File: src/rtl/pio_cmd_pkg.sv
// pio_cmd_pkg
//   Shared definitions for the HPS PIO command responder: instruction word
//   field positions, opcode encodings, flag bit indices, FSM state encoding
//   and small opcode classification helpers.
package pio_cmd_pkg;

  // Instruction word layout: [2:0] op, [19:3] addr, [27:20] data, [28] reserved
  localparam int INSTR_W  = 29;
  localparam int OP_LSB   = 0;
  localparam int OP_W     = 3;
  localparam int ADDR_LSB = 3;
  localparam int DATA_LSB = 20;
  localparam int DATA_W   = 8;
  localparam int RSVD_BIT = 28;

  // Opcodes
  localparam logic [OP_W-1:0] OP_NOP      = 3'd0;
  localparam logic [OP_W-1:0] OP_WRITE    = 3'd1;
  localparam logic [OP_W-1:0] OP_READ     = 3'd2;
  localparam logic [OP_W-1:0] OP_ALGO     = 3'd3;
  localparam logic [OP_W-1:0] OP_CORE_RST = 3'd4;

  // Highest legal algorithm mode carried in data[2:0] of an ALGO command
  localparam logic [2:0] ALGO_MODE_MAX = 3'd3;

  // Bit positions inside the 4-bit flags output
  localparam int FLAG_DONE = 0;
  localparam int FLAG_BUSY = 1;
  localparam int FLAG_ALGO = 2;
  localparam int FLAG_ERR  = 3;

  typedef enum logic [1:0] {
    ST_IDLE  = 2'd0,
    ST_CHECK = 2'd1,
    ST_ISSUE = 2'd2,
    ST_DONE  = 2'd3
  } state_e;

  function automatic logic op_is_illegal(input logic [OP_W-1:0] op);
    return (op > OP_CORE_RST);
  endfunction

  // WRITE and READ are the only opcodes that touch pixel memory
  function automatic logic op_uses_addr(input logic [OP_W-1:0] op);
    return (op == OP_WRITE) || (op == OP_READ);
  endfunction

endpackage

File: src/rtl/pio_sync_edge.sv
// pio_sync_edge
//   Multi-flop synchroniser for a level signal coming from another timing
//   domain, followed by a rising-edge detector on the synchronised level.
// Ports
//   clk      in  system clock
//   reset    in  synchronous, active-high; clears every stage
//   async_i  in  raw level to synchronise
//   level_o  out synchronised level (last stage)
//   rise_o   out one-cycle pulse when level_o goes 0 -> 1 (combinational)
module pio_sync_edge #(
  parameter int STAGES = 2
) (
  input  logic clk,
  input  logic reset,
  input  logic async_i,
  output logic level_o,
  output logic rise_o
);

  logic [STAGES-1:0] sync_q, sync_d;
  logic              prev_q, prev_d;

  always_comb begin
    sync_d = {sync_q[STAGES-2:0], async_i};
    prev_d = sync_q[STAGES-1];
  end

  always_ff @(posedge clk) begin
    if (reset) begin
      sync_q <= '0;
      prev_q <= 1'b0;
    end else begin
      sync_q <= sync_d;
      prev_q <= prev_d;
    end
  end

  assign level_o = sync_q[STAGES-1];
  // Combinational so the FSM can accept on the very next edge
  assign rise_o  = sync_q[STAGES-1] & ~prev_q;

endmodule

File: src/rtl/pio_cmd_responder.sv
// pio_cmd_responder
//   FPGA-side end of the HPS PIO command channel. A rising edge on the
//   synchronised enable level accepts the instruction word, which is checked,
//   issued to the zoom coprocessor core as a held request, and answered with
//   result data and status flags. The HPS must lower enable before the next
//   command (four-phase handshake).
// Ports
//   clk, reset            clock, synchronous active-high reset
//   instruct[28:0]        {rsvd, data[7:0], addr[16:0], op[2:0]} from HPS
//   enable                HPS command strobe (level)
//   dataout[7:0]          last successful READ result
//   flags[3:0]            {error, algo_mode_valid, busy, done}
//   core_req              request to core, held until core_ack or timeout
//   core_op/addr/wdata    command fields, stable while core_req
//   core_ack, core_rdata  one-cycle completion and read data from core
//
// state  | meaning
// IDLE   | waiting for rising edge of synced enable
// CHECK  | one cycle of validation of the latched command
// ISSUE  | core_req held, waiting for core_ack or timeout
// DONE   | result posted, waiting for synced enable to drop
module pio_cmd_responder
  import pio_cmd_pkg::*;
#(
  parameter int ADDR_W      = 17,
  parameter int MEM_DEPTH   = 76800,
  parameter int SYNC_STAGES = 2,
  parameter int TIMEOUT     = 1023
) (
  input  logic               clk,
  input  logic               reset,
  input  logic [INSTR_W-1:0] instruct,
  input  logic               enable,
  output logic [DATA_W-1:0]  dataout,
  output logic [3:0]         flags,
  output logic               core_req,
  output logic [OP_W-1:0]    core_op,
  output logic [ADDR_W-1:0]  core_addr,
  output logic [DATA_W-1:0]  core_wdata,
  input  logic               core_ack,
  input  logic [DATA_W-1:0]  core_rdata
);

  // Down-counter holding the remaining ISSUE cycles after the current one
  localparam int CNT_W = (TIMEOUT > 1) ? $clog2(TIMEOUT) : 1;

  logic en_level, en_rise;

  pio_sync_edge #(
    .STAGES (SYNC_STAGES)
  ) u_en_sync (
    .clk     (clk),
    .reset   (reset),
    .async_i (enable),
    .level_o (en_level),
    .rise_o  (en_rise)
  );

  state_e             state_q, state_d;
  logic [OP_W-1:0]    cmd_op_q, cmd_op_d;
  logic [ADDR_W-1:0]  cmd_addr_q, cmd_addr_d;
  logic [DATA_W-1:0]  cmd_data_q, cmd_data_d;
  logic [CNT_W-1:0]   cnt_q, cnt_d;
  logic               core_req_q, core_req_d;
  logic [DATA_W-1:0]  dataout_q, dataout_d;
  logic               err_q, err_d;
  logic               done_q, done_d;
  logic               busy_q, busy_d;
  logic               algo_q, algo_d;

  logic addr_oob, mode_bad, cmd_bad;
  logic unused_rsvd;

  assign unused_rsvd = instruct[RSVD_BIT];

  assign addr_oob = (32'(cmd_addr_q) >= 32'(MEM_DEPTH));
  assign mode_bad = (cmd_data_q[2:0] > ALGO_MODE_MAX);
  assign cmd_bad  = op_is_illegal(cmd_op_q)
                  || (op_uses_addr(cmd_op_q) && addr_oob)
                  || ((cmd_op_q == OP_ALGO) && mode_bad);

  always_comb begin
    state_d    = state_q;
    cmd_op_d   = cmd_op_q;
    cmd_addr_d = cmd_addr_q;
    cmd_data_d = cmd_data_q;
    cnt_d      = cnt_q;
    core_req_d = core_req_q;
    dataout_d  = dataout_q;
    err_d      = err_q;
    done_d     = done_q;
    busy_d     = busy_q;
    algo_d     = algo_q;

    case (state_q)
      ST_IDLE: begin
        if (en_rise) begin
          cmd_op_d   = instruct[OP_LSB +: OP_W];
          cmd_addr_d = instruct[ADDR_LSB +: ADDR_W];
          cmd_data_d = instruct[DATA_LSB +: DATA_W];
          done_d     = 1'b0;
          err_d      = 1'b0;
          busy_d     = 1'b1;
          state_d    = ST_CHECK;
        end
      end

      ST_CHECK: begin
        if (cmd_bad || (cmd_op_q == OP_NOP)) begin
          err_d   = cmd_bad;
          busy_d  = 1'b0;
          done_d  = 1'b1;
          state_d = ST_DONE;
        end else begin
          core_req_d = 1'b1;
          cnt_d      = CNT_W'(TIMEOUT - 1);
          state_d    = ST_ISSUE;
        end
      end

      ST_ISSUE: begin
        // ack is tested first so an ack on the last allowed cycle still succeeds
        if (core_ack) begin
          core_req_d = 1'b0;
          if (cmd_op_q == OP_READ)     dataout_d = core_rdata;
          if (cmd_op_q == OP_ALGO)     algo_d    = 1'b1;
          if (cmd_op_q == OP_CORE_RST) algo_d    = 1'b0;
          busy_d  = 1'b0;
          done_d  = 1'b1;
          state_d = ST_DONE;
        end else if (cnt_q == '0) begin
          core_req_d = 1'b0;
          err_d      = 1'b1;
          busy_d     = 1'b0;
          done_d     = 1'b1;
          state_d    = ST_DONE;
        end else begin
          cnt_d = cnt_q - CNT_W'(1);
        end
      end

      ST_DONE: begin
        if (!en_level) state_d = ST_IDLE;
      end

      default: state_d = ST_IDLE;
    endcase
  end

  always_ff @(posedge clk) begin
    if (reset) begin
      state_q    <= ST_IDLE;
      cmd_op_q   <= '0;
      cmd_addr_q <= '0;
      cmd_data_q <= '0;
      cnt_q      <= '0;
      core_req_q <= 1'b0;
      dataout_q  <= '0;
      err_q      <= 1'b0;
      done_q     <= 1'b0;
      busy_q     <= 1'b0;
      algo_q     <= 1'b0;
    end else begin
      state_q    <= state_d;
      cmd_op_q   <= cmd_op_d;
      cmd_addr_q <= cmd_addr_d;
      cmd_data_q <= cmd_data_d;
      cnt_q      <= cnt_d;
      core_req_q <= core_req_d;
      dataout_q  <= dataout_d;
      err_q      <= err_d;
      done_q     <= done_d;
      busy_q     <= busy_d;
      algo_q     <= algo_d;
    end
  end

  // Command fields come straight from the cmd register, which only changes
  // on accept, so they stay stable for the whole request.
  assign core_req   = core_req_q;
  assign core_op    = cmd_op_q;
  assign core_addr  = cmd_addr_q;
  assign core_wdata = cmd_data_q;
  assign dataout    = dataout_q;

  always_comb begin
    flags            = '0;
    flags[FLAG_DONE] = done_q;
    flags[FLAG_BUSY] = busy_q;
    flags[FLAG_ALGO] = algo_q;
    flags[FLAG_ERR]  = err_q;
  end

endmodule

File: config.mk
export PLATFORM = sky130hd
export DESIGN_NAME = pio_cmd_responder
export DESIGN_NICKNAME = d
export VERILOG_FILES = /design/src/rtl/pio_cmd_pkg.sv /design/src/rtl/pio_sync_edge.sv /design/src/rtl/pio_cmd_responder.sv
export SDC_FILE = /design/constraint.sdc
export NUM_CORES = 1
export LEC_CHECK = 0
export ABC_AREA = 1
export ABC_CLOCK_PERIOD_IN_PS = 1550
export BUFFER_PORTS_ARGS = -buffer_cell sky130_fd_sc_hd__buf_2
export CELL_PAD_IN_SITES_DETAIL_PLACEMENT = 0
export CELL_PAD_IN_SITES_GLOBAL_PLACEMENT = 2
export CORE_ASPECT_RATIO = 1.2
export CORE_MARGIN = 2
export CORE_UTILIZATION = 25
export DETAILED_ROUTE_END_ITERATION = 8
export PLACE_DENSITY_LB_ADDON = 0.12
export SETUP_SLACK_MARGIN = 0.02
export SYNTH_ARGS = -nofsm -noshare
export SYNTH_HDL_FRONTEND = slang
export SYNTH_HIERARCHICAL = 1
export SYNTH_SLANG_ARGS = --single-unit
File: constraint.sdc
create_clock -name clk -period 1.55 [get_ports clk]
set_input_delay 0.155 -clock clk [delete_from_list [all_inputs] [get_ports clk]]
set_output_delay 0.155 -clock clk [all_outputs]
set_load 0.02 [all_outputs]
==> flow_summary.toml <==
[worst_setup_path]
start_kind = "flip-flop"
worst_r2r_path_depth = 12
r2r_start = "cnt_q[1]"
crit_path_end_kind = "flip-flop"
r2r_setup_slack_ns = 0.05
cp_data_arrival_time_ns = 1.69
cp.required_ns = 1.74
path_class = "reg2reg"
critPathMaxFanout = 2
timing.rr.end = "cnt_q[6]"

[synthesis]
netlist_area_um2 = 2570
synthSimpleGateAreaFrac_pct = 29.5
avgSynthCellArea_um2 = 7.36
synth_warnings = 6
netlist_instances = 349
synth_nets = 397
synthMuxAreaShare_pct = 0
synth_fa_ha_area_share_pct = 3.41
synthXorXnorAreaFrac_pct = 0
synth_cell_types = 25
synth-seq-cells = 56
synth_compound_area_share_pct = 14.5
synth_top_family_by_area = "simple AND/OR/NAND/NOR gates"
seq_area_frac_synth_pct = 43.6

[sta]
timing_hold_violations_final = 0
rsz0062_at_grt = "yes"
fin_crit_ns = 1.50
whs_ns = 0.0616
finalMaxSlewViolations = 0
maxSlewHeadroom_pct = 82.5
worstMarginPinSlew_ns = 0.262
fin_skew_ns = 0.00522
max_freq_mhz = 666
fin_crit_sh_pct = 96.9
setup_viol_count_final = 0

[routing]
drtIter0Drc = 62
drt_pass1_iterations = 4
viasPerCell = 4.31
wirelength_um = 7010
wl_per_cell_um = 12.0
ant_nets = 0
drc = 0
vias = 2510

[clock_network]
htreeDepth = 2
numCtsBuffers = 5
cts.sinks = 56
cts-root-buf = "clkbuf_16"
cts_buffer_depth = 2
cts_tree = "built"
worstSkewPairLatency_ns = 0.30
clk_pin_slew_ns = 0.07
ctsHoldBuffers = 0

[pwr]
p_total_mw = 6.51
vdd_drop_max_mv = 0.896
power_leakage_nw = 1.68
cellPowerDensity_nw_per_um2 = 1820

[floorplan]
num_rows = 40
core_um2 = 10000
dieArea_um2 = 11100
num_io_pins = 82
start_util_pct = 25.7
die_h_um = 115
die_w_um = 96.5

[global_route]
antenna_found_initial = 0
grt-ovfl-total = 0
grt_pass1_vias = 2426
track_usage_pct = 12.9
grt_max_degree = 43
grt_first_pass_wirelength_um = 11200

[final_layout]
layout.nets = 503
utilization_pct = 35.7
mostFrequentLayoutCell = "nor2_1"
drive_above_1_share_pct = 39.5
final_cell_mix = "nor2_1, buf_2, dfxtp_1, nand2_1, o21ai_0"
diodes = 0
area_growth_pct = 39.1

[worst_hold_path]
holdPathStages = 3
min-delay-start = "enable"
whs_endpoint = "u_en_sync/sync_q[0]"
hold_class = "in2reg"

[placement]
hpwlAfterDp_um = 4990
numPortBuffers = 80
gp_congestion = 0.720

[outcome]
status = "completed"

[run]
cap_violations = 0
-- flip-flops by register name, indices dropped and copies added, names as in the netlist, 2 cells and up --
register	flops
dataout	8
core_op	3
core_wdata	8
state_q	2
u_en_sync/sync_q	2
core_addr	17
cnt_q	10
-- cell families after synthesis --
group	count (synthesis)
adder cells (fa/ha/maj)	7
buffers and inverters	50
AND/OR/NAND/NOR	170
AO/OA/AOI/OAI	66
flip-flops	56
-- through the flow --
stage / setup slack [ns] / TNS, ns / instance area, um^2 / std cells
3_3_place_gp: -0.0125 / -0.0125 / 3270 / 568
3_5_place_dp: -0.0438 / -0.0974 / 3270 / 568
4_1_cts: 0.00249 / 0 / 3440 / 576
2_1_floorplan: 0.0424 / 0 / 2570 / 349
6_report: 0.0486 / 0 / 3570 / 582
5_1_grt: -0.0678 / -0.603 / 3570 / 582
-- timing repair --
item,CTS,global route
pin swaps,2,13
setup endpoints to repair,12,24
gates resized for setup,6,32
buffers inserted,0,6
-- area by class of cell --
class,instances,area [um^2]
Clock buffer,7,143
Clock inverter,1,7.51
Fill cell,1101,6440
Inverter,34,133
Multi-Input combinational cell,243,1310
Sequential cell,56,1120
Tap cell,126,158
Timing Repair Buffer,115,703
-- cell usage after synthesis, drive strengths merged --
cell,number,area (um^2)
a21oi,20,134
a31oi,2,12.5
buf,8,62.6
clkbuf,7,26.3
dfxtp,56,1120
dlymetal6s2s,1,12.5
ha,7,87.6
inv,34,128
nand2,58,270
nand3,18,105
nand4,7,43.8
nor2,85,327
o21ai,43,219
o31ai,1,7.51
or2,2,12.5
-- metal layers --
metal | GRT usage (%) | vias to the layer above | wire length [um]
met2 | 23.6 | 50 | 3450
met4 | 4.23 | 0 | 93
met5 | 0 | - | 0
met3 | 3.15 | 7 | 385
li1 | - | 1321 | -
met1 | 14.4 | 1132 | 3080
-- worst max-delay path, cell delays in order, from the launching register on --
cell     delay [ns]
dfxtp_2        0.32
inv_2          0.07
ha_4           0.15
nand2_4        0.06
nor2_4         0.14
buf_6          0.13
inv_4          0.03
nor2_4         0.11
inv_2          0.05
o21ai_2        0.12
nand3_1        0.08
nand2_1        0.08
a21oi_2        0.05
-- worst max-delay path by stage --
| stage | startpoint | end | slack, ns | cells after the start |
|---|---|---|---|---|
| 3_3_place_gp | cnt_q[0] | cnt_q[6] | -0.01 | 12 |
| 4_1_cts | cnt_q[0] | cnt_q[9] | 0.002 | 11 |
| 2_1_floorplan | cnt_q[0] | cnt_q[9] | 0.04 | 11 |
| 6_report | cnt_q[1] | cnt_q[6] | 0.05 | 12 |
| 3_5_place_dp | cnt_q[0] | cnt_q[6] | -0.04 | 12 |
| 5_1_grt | cnt_q[0] | err_q | -0.07 | 11 |
-- power breakdown --
group          internal (mW)  switching (mW)  total (mW)
Sequential              1.71           0.196        1.91
Clock                  0.646           0.543        1.19
Combinational           1.53            1.88        3.42
Total                   3.89            2.62        6.51
Power figures use the tool's default switching activity.
